`config.mk`:
```
export PLATFORM = sky130hd
export DESIGN_NAME = execute_stage_md_flat
export DESIGN_NICKNAME = d
export VERILOG_FILES = /design/src/rtl/execute_stage_md_if.sv /design/src/rtl/execute_stage_md.sv /design/src/flat_wrapper.sv
export SDC_FILE = /design/constraint.sdc
export NUM_CORES = 1
export LEC_CHECK = 0
export BUFFER_PORTS_ARGS = -buffer_cell sky130_fd_sc_hd__buf_2
export CORE_AREA = 10 10 249 251
export CTS_CLUSTER_DIAMETER = 120
export DETAILED_ROUTE_END_ITERATION = 7
export DIE_AREA = 0 0 259 261
export PLACE_DENSITY = 0.7
export SETUP_SLACK_MARGIN = 0.5
export SLEW_MARGIN = 20
export SYNTH_ARGS = -nofsm -noshare
export SYNTH_HDL_FRONTEND = slang
export SYNTH_SLANG_ARGS = --single-unit
```
`constraint.sdc`:
```
create_clock -name clk -period 3.7 [get_ports clk]
set_input_delay 0 -clock clk [delete_from_list [all_inputs] [get_ports clk]]
set_output_delay 0 -clock clk [all_outputs]
set_load 0.02 [all_outputs]
```
`src/rtl/execute_stage_md_if.sv`:
```
// E-stage bundle between the D/E register, hazard unit and memory stage of the
// 5-stage RV32 pipeline: E-side controls/operands in, stall/redirect and E/M register out.
interface execute_stage_md_if #(
   parameter int XLEN       = 32,
   parameter int REG_ADDR_W = 5
);
   logic                  RegWriteE;
   logic                  MemWriteE;
   logic                  ResultSrcE;
   logic                  ALUSrcE;
   logic                  BranchE;
   logic                  JumpE;
   logic [2:0]            BranchOpE;
   logic [2:0]            ALUControlE;
   logic                  MulDivE;
   logic [2:0]            MulDivOpE;
   logic [XLEN-1:0]       RD1_E;
   logic [XLEN-1:0]       RD2_E;
   logic [XLEN-1:0]       Imm_Ext_E;
   logic [REG_ADDR_W-1:0] RD_E;
   logic [XLEN-1:0]       PCE;
   logic [XLEN-1:0]       PCPlus4E;
   logic [XLEN-1:0]       ResultW;
   logic [1:0]            ForwardA_E;
   logic [1:0]            ForwardB_E;
   logic                  StallE;
   logic                  PCSrcE;
   logic [XLEN-1:0]       PCTargetE;
   logic                  RegWriteM;
   logic                  MemWriteM;
   logic                  ResultSrcM;
   logic [REG_ADDR_W-1:0] RD_M;
   logic [XLEN-1:0]       PCPlus4M;
   logic [XLEN-1:0]       WriteDataM;
   logic [XLEN-1:0]       ALUResultM;

   modport master (
      output RegWriteE, MemWriteE, ResultSrcE, ALUSrcE, BranchE, JumpE, BranchOpE,
             ALUControlE, MulDivE, MulDivOpE, RD1_E, RD2_E, Imm_Ext_E, RD_E, PCE,
             PCPlus4E, ResultW, ForwardA_E, ForwardB_E,
      input  StallE, PCSrcE, PCTargetE, RegWriteM, MemWriteM, ResultSrcM, RD_M,
             PCPlus4M, WriteDataM, ALUResultM
   );

   modport slave (
      input  RegWriteE, MemWriteE, ResultSrcE, ALUSrcE, BranchE, JumpE, BranchOpE,
             ALUControlE, MulDivE, MulDivOpE, RD1_E, RD2_E, Imm_Ext_E, RD_E, PCE,
             PCPlus4E, ResultW, ForwardA_E, ForwardB_E,
      output StallE, PCSrcE, PCTargetE, RegWriteM, MemWriteM, ResultSrcM, RD_M,
             PCPlus4M, WriteDataM, ALUResultM
   );
endinterface

```
`src/rtl/execute_stage_md.sv`:
```
// RV32 execute stage with forwarding, branch/jump resolution, iterative MUL/DIV unit
// and E/M register. Optional macro SIGNED_MULDIV_EN enables signed MULH/MULHSU/DIV/REM.
module execute_stage_md #(
   parameter int XLEN       = 32,
   parameter int REG_ADDR_W = 5
) (
   input logic               clk,
   input logic               rst,
   execute_stage_md_if.slave bus
);
   localparam int CNT_W = $clog2(XLEN + 1);

   typedef enum logic [1:0] {IDLE = 2'b00, BUSY = 2'b01, DONE = 2'b10} state_t;

   state_t                state;
   state_t                state_next;
   logic                  stall;
   logic [XLEN-1:0]       src_a;
   logic [XLEN-1:0]       src_b_fwd;
   logic [XLEN-1:0]       src_b;
   logic [XLEN-1:0]       alu_result;
   logic                  cond;
   logic                  div_zero;
   logic [XLEN-1:0]       mag_a;
   logic [XLEN-1:0]       mag_b;
   logic [2:0]            op;
   logic [REG_ADDR_W-1:0] rd;
   logic                  reg_write;
   logic                  mem_write;
   logic                  result_src;
   logic [XLEN-1:0]       pc_plus4;
   logic [XLEN-1:0]       write_data;
   logic [XLEN-1:0]       divisor;
   logic [XLEN-1:0]       acc_hi;
   logic [XLEN-1:0]       acc_lo;
   logic [CNT_W-1:0]      count;
   logic [XLEN:0]         mul_sum;
   logic [XLEN:0]         div_shift;
   logic                  div_ge;
   logic [XLEN-1:0]       div_diff;
   logic [2*XLEN-1:0]     product;
   logic [XLEN-1:0]       quotient;
   logic [XLEN-1:0]       remainder;
   logic [XLEN-1:0]       md_result;

   // forwarding muxes and ALU source select
   always_comb begin
      case (bus.ForwardA_E)
         2'b01:   src_a = bus.ResultW;
         2'b10:   src_a = bus.ALUResultM;
         default: src_a = bus.RD1_E;
      endcase
      case (bus.ForwardB_E)
         2'b01:   src_b_fwd = bus.ResultW;
         2'b10:   src_b_fwd = bus.ALUResultM;
         default: src_b_fwd = bus.RD2_E;
      endcase
      src_b = bus.ALUSrcE ? bus.Imm_Ext_E : src_b_fwd;
   end

   // single-cycle ALU
   always_comb begin
      case (bus.ALUControlE)
         3'b000:  alu_result = src_a + src_b;
         3'b001:  alu_result = src_a - src_b;
         3'b010:  alu_result = src_a & src_b;
         3'b011:  alu_result = src_a | src_b;
         3'b101:  alu_result = {{(XLEN-1){1'b0}}, ($signed(src_a) < $signed(src_b))};
         default: alu_result = '0;
      endcase
   end

   // branch condition on the forwarded register operands
   always_comb begin
      case (bus.BranchOpE)
         3'b000:  cond = (src_a == src_b_fwd);
         3'b001:  cond = (src_a != src_b_fwd);
         3'b100:  cond = ($signed(src_a) < $signed(src_b_fwd));
         3'b101:  cond = ($signed(src_a) >= $signed(src_b_fwd));
         3'b110:  cond = (src_a < src_b_fwd);
         3'b111:  cond = (src_a >= src_b_fwd);
         default: cond = 1'b0;
      endcase
   end

   assign bus.PCSrcE    = ~bus.MulDivE & (bus.JumpE | (bus.BranchE & cond));
   assign bus.PCTargetE = bus.PCE + bus.Imm_Ext_E;
   assign div_zero      = bus.MulDivOpE[2] & (src_b_fwd == '0);

`ifdef SIGNED_MULDIV_EN
   logic sign_a;
   logic sign_b;
   logic neg_res;
   logic neg_rem;

   // operand signs: MULH/MULHSU/DIV/REM treat rs1 as signed, MULH/DIV/REM also rs2
   always_comb begin
      sign_a = src_a[XLEN-1] & ((bus.MulDivOpE == 3'b001) | (bus.MulDivOpE == 3'b010) |
                                (bus.MulDivOpE == 3'b100) | (bus.MulDivOpE == 3'b110));
      sign_b = src_b_fwd[XLEN-1] & ((bus.MulDivOpE == 3'b001) | (bus.MulDivOpE == 3'b100) |
                                    (bus.MulDivOpE == 3'b110));
      mag_a  = sign_a ? -src_a : src_a;
      mag_b  = sign_b ? -src_b_fwd : src_b_fwd;
   end

   // result sign flags; cleared on divide by zero so the fixed results pass through
   always_ff @(posedge clk or negedge rst) begin
      if (!rst) begin
         neg_res <= 1'b0;
         neg_rem <= 1'b0;
      end else if ((state == IDLE) && bus.MulDivE) begin
         neg_res <= ~div_zero & (sign_a ^ sign_b);
         neg_rem <= ~div_zero & sign_a & bus.MulDivOpE[2];
      end
   end

   // sign-magnitude post correction
   always_comb begin
      product   = neg_res ? -{acc_hi, acc_lo} : {acc_hi, acc_lo};
      quotient  = neg_res ? -acc_lo : acc_lo;
      remainder = neg_rem ? -acc_hi : acc_hi;
   end
`else
   assign mag_a     = src_a;
   assign mag_b     = src_b_fwd;
   assign product   = {acc_hi, acc_lo};
   assign quotient  = acc_lo;
   assign remainder = acc_hi;
`endif

   // one shift-add or restoring-division step on the shared accumulator pair
   assign mul_sum   = {1'b0, acc_hi} + (acc_lo[0] ? {1'b0, divisor} : {(XLEN+1){1'b0}});
   assign div_shift = {acc_hi, acc_lo[XLEN-1]};
   assign div_ge    = (div_shift >= {1'b0, divisor});
   assign div_diff  = div_shift[XLEN-1:0] - divisor;

   // state register
   always_ff @(posedge clk or negedge rst) begin
      if (!rst) state <= IDLE;
      else      state <= state_next;
   end

   // next state and stall
   always_comb begin
      state_next = state;
      stall      = 1'b0;
      case (state)
         IDLE: begin
            if (bus.MulDivE) begin
               stall      = 1'b1;
               state_next = div_zero ? DONE : BUSY;
            end else begin
               state_next = IDLE;
            end
         end
         BUSY: begin
            stall = 1'b1;
            if (count == CNT_W'(1'b1)) state_next = DONE;
            else                       state_next = BUSY;
         end
         DONE:    state_next = IDLE;
         default: state_next = IDLE;
      endcase
   end

   assign bus.StallE = stall & rst;

   // capture on entry, iterate while busy, hold in DONE
   always_ff @(posedge clk or negedge rst) begin
      if (!rst) begin
         op         <= 3'b000;
         rd         <= '0;
         reg_write  <= 1'b0;
         mem_write  <= 1'b0;
         result_src <= 1'b0;
         pc_plus4   <= '0;
         write_data <= '0;
         divisor    <= '0;
         acc_hi     <= '0;
         acc_lo     <= '0;
         count      <= '0;
      end else begin
         case (state)
            IDLE: begin
               if (bus.MulDivE) begin
                  op         <= bus.MulDivOpE;
                  rd         <= bus.RD_E;
                  reg_write  <= bus.RegWriteE;
                  mem_write  <= bus.MemWriteE;
                  result_src <= bus.ResultSrcE;
                  pc_plus4   <= bus.PCPlus4E;
                  write_data <= src_b_fwd;
                  count      <= CNT_W'(XLEN);
                  if (div_zero) begin
                     divisor <= '0;
                     acc_hi  <= src_a;
                     acc_lo  <= '1;
                  end else if (bus.MulDivOpE[2]) begin
                     divisor <= mag_b;
                     acc_hi  <= '0;
                     acc_lo  <= mag_a;
                  end else begin
                     divisor <= mag_a;
                     acc_hi  <= '0;
                     acc_lo  <= mag_b;
                  end
               end
            end
            BUSY: begin
               count <= count - CNT_W'(1'b1);
               if (op[2]) begin
                  acc_hi <= div_ge ? div_diff : div_shift[XLEN-1:0];
                  acc_lo <= {acc_lo[XLEN-2:0], div_ge};
               end else begin
                  {acc_hi, acc_lo} <= {mul_sum, acc_lo[XLEN-1:1]};
               end
            end
            default: begin
               count <= count;
            end
         endcase
      end
   end

   // result selection by funct3
   always_comb begin
      case (op)
         3'b000:          md_result = product[XLEN-1:0];
         3'b001, 3'b010,
         3'b011:          md_result = product[2*XLEN-1:XLEN];
         3'b100, 3'b101:  md_result = quotient;
         3'b110, 3'b111:  md_result = remainder;
         default:         md_result = '0;
      endcase
   end

   // E/M register: bubble while stalled, MUL/DIV result in DONE, ALU result otherwise
   always_ff @(posedge clk or negedge rst) begin
      if (!rst) begin
         bus.RegWriteM  <= 1'b0;
         bus.MemWriteM  <= 1'b0;
         bus.ResultSrcM <= 1'b0;
         bus.RD_M       <= '0;
         bus.PCPlus4M   <= '0;
         bus.WriteDataM <= '0;
         bus.ALUResultM <= '0;
      end else if (stall) begin
         bus.RegWriteM <= 1'b0;
         bus.MemWriteM <= 1'b0;
         bus.RD_M      <= '0;
      end else if (state == DONE) begin
         bus.RegWriteM  <= reg_write;
         bus.MemWriteM  <= mem_write;
         bus.ResultSrcM <= result_src;
         bus.RD_M       <= rd;
         bus.PCPlus4M   <= pc_plus4;
         bus.WriteDataM <= write_data;
         bus.ALUResultM <= md_result;
      end else begin
         bus.RegWriteM  <= bus.RegWriteE;
         bus.MemWriteM  <= bus.MemWriteE;
         bus.ResultSrcM <= bus.ResultSrcE;
         bus.RD_M       <= bus.RD_E;
         bus.PCPlus4M   <= bus.PCPlus4E;
         bus.WriteDataM <= src_b_fwd;
         bus.ALUResultM <= alu_result;
      end
   end
endmodule

```
`src/flat_wrapper.sv`:
```
// flat-port wrapper written by rule: the top's interface ports become plain ports
module execute_stage_md_flat 
#(
   parameter int XLEN       = 32,
   parameter int REG_ADDR_W = 5
)
  (clk, rst, bus_RegWriteE, bus_MemWriteE, bus_ResultSrcE, bus_ALUSrcE, bus_BranchE, bus_JumpE, bus_BranchOpE, bus_ALUControlE, bus_MulDivE, bus_MulDivOpE, bus_RD1_E, bus_RD2_E, bus_Imm_Ext_E, bus_RD_E, bus_PCE, bus_PCPlus4E, bus_ResultW, bus_ForwardA_E, bus_ForwardB_E, bus_StallE, bus_PCSrcE, bus_PCTargetE, bus_RegWriteM, bus_MemWriteM, bus_ResultSrcM, bus_RD_M, bus_PCPlus4M, bus_WriteDataM, bus_ALUResultM);
  execute_stage_md_if #(.XLEN(XLEN), .REG_ADDR_W(REG_ADDR_W)) bus_i ();
  input logic clk;
  input logic rst;
  input wire logic [$bits(bus_i.RegWriteE)-1:0] bus_RegWriteE;
  input wire logic [$bits(bus_i.MemWriteE)-1:0] bus_MemWriteE;
  input wire logic [$bits(bus_i.ResultSrcE)-1:0] bus_ResultSrcE;
  input wire logic [$bits(bus_i.ALUSrcE)-1:0] bus_ALUSrcE;
  input wire logic [$bits(bus_i.BranchE)-1:0] bus_BranchE;
  input wire logic [$bits(bus_i.JumpE)-1:0] bus_JumpE;
  input wire logic [$bits(bus_i.BranchOpE)-1:0] bus_BranchOpE;
  input wire logic [$bits(bus_i.ALUControlE)-1:0] bus_ALUControlE;
  input wire logic [$bits(bus_i.MulDivE)-1:0] bus_MulDivE;
  input wire logic [$bits(bus_i.MulDivOpE)-1:0] bus_MulDivOpE;
  input wire logic [$bits(bus_i.RD1_E)-1:0] bus_RD1_E;
  input wire logic [$bits(bus_i.RD2_E)-1:0] bus_RD2_E;
  input wire logic [$bits(bus_i.Imm_Ext_E)-1:0] bus_Imm_Ext_E;
  input wire logic [$bits(bus_i.RD_E)-1:0] bus_RD_E;
  input wire logic [$bits(bus_i.PCE)-1:0] bus_PCE;
  input wire logic [$bits(bus_i.PCPlus4E)-1:0] bus_PCPlus4E;
  input wire logic [$bits(bus_i.ResultW)-1:0] bus_ResultW;
  input wire logic [$bits(bus_i.ForwardA_E)-1:0] bus_ForwardA_E;
  input wire logic [$bits(bus_i.ForwardB_E)-1:0] bus_ForwardB_E;
  output wire logic [$bits(bus_i.StallE)-1:0] bus_StallE;
  output wire logic [$bits(bus_i.PCSrcE)-1:0] bus_PCSrcE;
  output wire logic [$bits(bus_i.PCTargetE)-1:0] bus_PCTargetE;
  output wire logic [$bits(bus_i.RegWriteM)-1:0] bus_RegWriteM;
  output wire logic [$bits(bus_i.MemWriteM)-1:0] bus_MemWriteM;
  output wire logic [$bits(bus_i.ResultSrcM)-1:0] bus_ResultSrcM;
  output wire logic [$bits(bus_i.RD_M)-1:0] bus_RD_M;
  output wire logic [$bits(bus_i.PCPlus4M)-1:0] bus_PCPlus4M;
  output wire logic [$bits(bus_i.WriteDataM)-1:0] bus_WriteDataM;
  output wire logic [$bits(bus_i.ALUResultM)-1:0] bus_ALUResultM;
  assign bus_i.RegWriteE = bus_RegWriteE;
  assign bus_i.MemWriteE = bus_MemWriteE;
  assign bus_i.ResultSrcE = bus_ResultSrcE;
  assign bus_i.ALUSrcE = bus_ALUSrcE;
  assign bus_i.BranchE = bus_BranchE;
  assign bus_i.JumpE = bus_JumpE;
  assign bus_i.BranchOpE = bus_BranchOpE;
  assign bus_i.ALUControlE = bus_ALUControlE;
  assign bus_i.MulDivE = bus_MulDivE;
  assign bus_i.MulDivOpE = bus_MulDivOpE;
  assign bus_i.RD1_E = bus_RD1_E;
  assign bus_i.RD2_E = bus_RD2_E;
  assign bus_i.Imm_Ext_E = bus_Imm_Ext_E;
  assign bus_i.RD_E = bus_RD_E;
  assign bus_i.PCE = bus_PCE;
  assign bus_i.PCPlus4E = bus_PCPlus4E;
  assign bus_i.ResultW = bus_ResultW;
  assign bus_i.ForwardA_E = bus_ForwardA_E;
  assign bus_i.ForwardB_E = bus_ForwardB_E;
  assign bus_StallE = bus_i.StallE;
  assign bus_PCSrcE = bus_i.PCSrcE;
  assign bus_PCTargetE = bus_i.PCTargetE;
  assign bus_RegWriteM = bus_i.RegWriteM;
  assign bus_MemWriteM = bus_i.MemWriteM;
  assign bus_ResultSrcM = bus_i.ResultSrcM;
  assign bus_RD_M = bus_i.RD_M;
  assign bus_PCPlus4M = bus_i.PCPlus4M;
  assign bus_WriteDataM = bus_i.WriteDataM;
  assign bus_ALUResultM = bus_i.ALUResultM;
  execute_stage_md #(.XLEN(XLEN), .REG_ADDR_W(REG_ADDR_W)) u_core (.clk(clk), .rst(rst), .bus(bus_i));
endmodule
```
==> qor.txt <==
status: complete, but fails checks
violated checks: negative setup slack
Worst EP arrival: 3.78 ns
fill count: 5100
final hold vios: 0
Mapped Cells: 3353
Worst-Skew Late Latency: 0.58 ns
RSZ-0062 raised after global routing: true
worst hold margin: 0.0106 ns
commonest non-fill, non-tap cells in the layout: nand2_1 (597), buf_4 (396), buf_2 (354)
Synth Flop Type: dfrtp_1
Max Root-Sink Buffers: 3
Clock transition at path regs: 0.07 ns
crit end category: output pin
largest net degree at the start of global routing: 120
Die Area: 0.0676 mm²
vias: 28917
Num CTS Buffers: 34
Final period util: 102%
first-pass GRT wire length: 167 mm
cell depth of the worst hold path: 6
CP max FO: 6
number of library cell types mapped by synthesis: 91
startpoint types: register
Residual DRC: 0
Clock Sinks: 283
area grow syn2layout: 35.1%
slowest stage delay, CP: 0.38 ns
Syn Nets: 3806
drt wl/cell: 23.2 µm
CTS tree: yes
Initial Util: 44.3%
post-DP HPWL: 84.8 mm
Seq/Total Area, Yosys: 28.0%
number of flops mapped to enable cells by yosys: 0
DP Area: 0.0304 mm²
final wirelength: 112 mm
RR Endpoint: u_core.bus.ALUResultM[30]
worst-margin pin slew: 1.21 ns
post-route cell area: 0.0342 mm²
Seq. cell area: 0.00710 mm²
Hold EP: u_core.write_data[21]
delay-heaviest family, CP: compound AO/OA/AOI/OAI gates
min cycle time layout: 3.78 ns
Final Skew: 0.0350 ns
Max-slew headroom: 18.9%
total track usage: 31.4%
CP Class: register to output pin
CP max-delay cell: dfrtp_1
Final Worst Setup Slack: -0.0755 ns
P_leak: 15.9 nW
Vias/cell: 6.00
number of synthesis warnings: 0
GRT Residual Overflow: 0
Synth area leader: dfrtp_1
I/O Buffers: 356
Post-synth ARST share: 100%
antenna viol nets, final: 0
reg2reg path depth: 17
largest cells by area after synthesis: dfrtp_1 (28%), ha_1 (11%), nand2_1 (8.9%)
Core ar.: 0.0571 mm²
Die Ht: 261 µm
share of cells above drive strength 1: 28.8%
iteration-0 DRC count of the detailed router: 3056
Root Buffer: clkbuf_16
Avg Inst Size Synth: 7.55 µm²
HP Start: bus_RD2_E[21]
number of synthesized register bits: 283
num ports: 357
nets: 4480
Die Width: 259 µm
Slew Limit Fails: 0
multi-input logic area: 0.0184 mm²
GPL Wtd Cong: 1.04
Hold Path Class: input port to register
f_max: 0.265 GHz
initial antenna violation count: 5
commonest non-fill, non-tap cell in the layout: nand2_1
Bufs and invs on worst path: 3
total power: 0.0271 W
CP cell instances: buf_4 -> a22oi_2 -> o21ai_2 -> buf_4 -> ha_1 -> a21o_1 -> a21o_1 -> a21oi_2 -> o21ai_2 -> a21oi_2 -> o21ai_4 -> mux2i_2 -> nand2_1 -> a32o_1 -> a41o_1 -> buf_6
H-tree levels: 2
reg2reg start: u_core.bus.ALUResultM[0]
maximum vdd drop: 0.406 mV
max_cap viols: 0
drt pass-1 iters: 6
Synth Cell Area: 0.0253 mm²
count of final setup violators: 1
required time worst endpoint: 3.70 ns
cell area power density: 791 mW/mm²
post-synth top area share: 28.0%
site row count: 88
vias in the first global route: 27719
reg2reg setup slack: 0.02 ns
## cells in the mapped netlist (all sizes together), types with 11 or more instances
cell type  count
o21a          21
a21o          55
nand3         36
nor2         247
mux2i         61
dfrtp        283
o21bai        17
inv          186
nor3          34
nand4         28
a31oi         54
ha           229
xor2          34
o21ai        341
nor2b         23
buf           44
o211ai        61
a211oi        42
and2          39
clkbuf       160
a21oi        305
o31ai         12
and3          11
nand2        604
a221oi        21
nor4          19
o221ai        50
a22oi         71
nand2b        32
xnor2         78
## how the worst max path moves through the flow
| stage | startpoint | end | slack [ns] | cells after the start |
|---|---|---|---|---|
| 3_5_place_dp | bus_ForwardB_E[0] | u_core.bus.ALUResultM[0] | -0.39 | 20 |
| 5_1_grt | u_core.bus.ALUResultM[4] | bus_PCSrcE | -0.21 | 17 |
| 3_3_place_gp | bus_ForwardB_E[0] | u_core.bus.ALUResultM[0] | -0.48 | 20 |
| 6_report | u_core.bus.ALUResultM[17] | bus_PCSrcE | -0.08 | 16 |
| 2_1_floorplan | u_core.bus.ALUResultM[1] | u_core.bus.ALUResultM[29] | 0.38 | 15 |
| 4_1_cts | u_core.bus.ALUResultM[4] | bus_PCSrcE | 0.04 | 17 |
## logic make-up after synthesis
| kind of cell | share of synthesized area, % |
|---|---|
| AOI/OAI and AO/OA | 29.2 |
| and+or+nand+nor | 18.9 |
| buffers and inverters | 5.95 |
| DFF | 28.0 |
| adders and majority gates | 11.7 |
| xor gates and xnor gates | 3.87 |
| muxes | 2.46 |
## through the flow
step	util, %	TNS [ns]	worst slack (ns)	instances
3_5_place_dp	53.2	-1.70	-0.386	4629
2_1_floorplan	-	0	0.378	3353
6_report	59.9	-0.0755	-0.0755	4820
3_3_place_gp	53.2	-1.98	-0.478	4629
5_1_grt	59.9	-0.506	-0.213	4819
4_1_cts	57.6	0	0.0422	4787
## routing by layer
metal  GRT usage [%]  routed length, µm  vias up
li1                -                  -    13321
met4            9.67               3400        6
met2            49.0              50000     1524
met3            6.92              10900      214
met5               0                 33        -
met1            42.6              47300    13852
## flip-flops by register name, summed over array words and instances (netlist names)
name and flops:
u_core.bus.RegWriteM 1, u_core.op 3, u_core.result_src 1, u_core.bus.WriteDataM 32, u_core.acc_lo 32, u_core.count 6
u_core.state 2, u_core.bus.ALUResultM 32, u_core.write_data 32, u_core.reg_write 1, u_core.bus.MemWriteM 1, u_core.rd 5
u_core.divisor 32, u_core.bus.RD_M 5, u_core.pc_plus4 32, u_core.bus.ResultSrcM 1, u_core.acc_hi 32, u_core.mem_write 1
u_core.bus.PCPlus4M 32
## tightest hold or removal path: stages
cell and delay, ns:
buf_2 0.11, nand2_1 0.06, o21ai_1 0.09, inv_1 0.08
buf_4 0.12, o21ai_0 0.08
## power by group
group	switching [W]	internal [W]	total (W)	leakage (nW)
clock	0.00152	0.00205	0.00357	0.565
sequential	0.00134	0.00457	0.00591	3.47
combinational	0.0103	0.00728	0.0176	11.9
total	0.0132	0.0139	0.0271	15.9
## layout make-up
cell class | instances | share of cell area [%]
multi-input cells | 2678 | 53.8
flip-flops and latches | 283 | 20.8
repair buffers | 842 | 17.1
well taps | 765 | 2.80
clock buffers | 46 | 2.79
inverters | 188 | 2.06
clock inverters | 15 | 0.604
diodes | 3 | 0.0219
## timing repair
item,4_1_cts,5_1_grt
hold buffers,54,0
pin swaps,82,112
buffers inserted,43,30
endpoints found under the hold margin,198,0
setup endpoints to repair,58,62
gates resized for setup,132,227
Note: power is estimated with default switching activity, not from simulation.
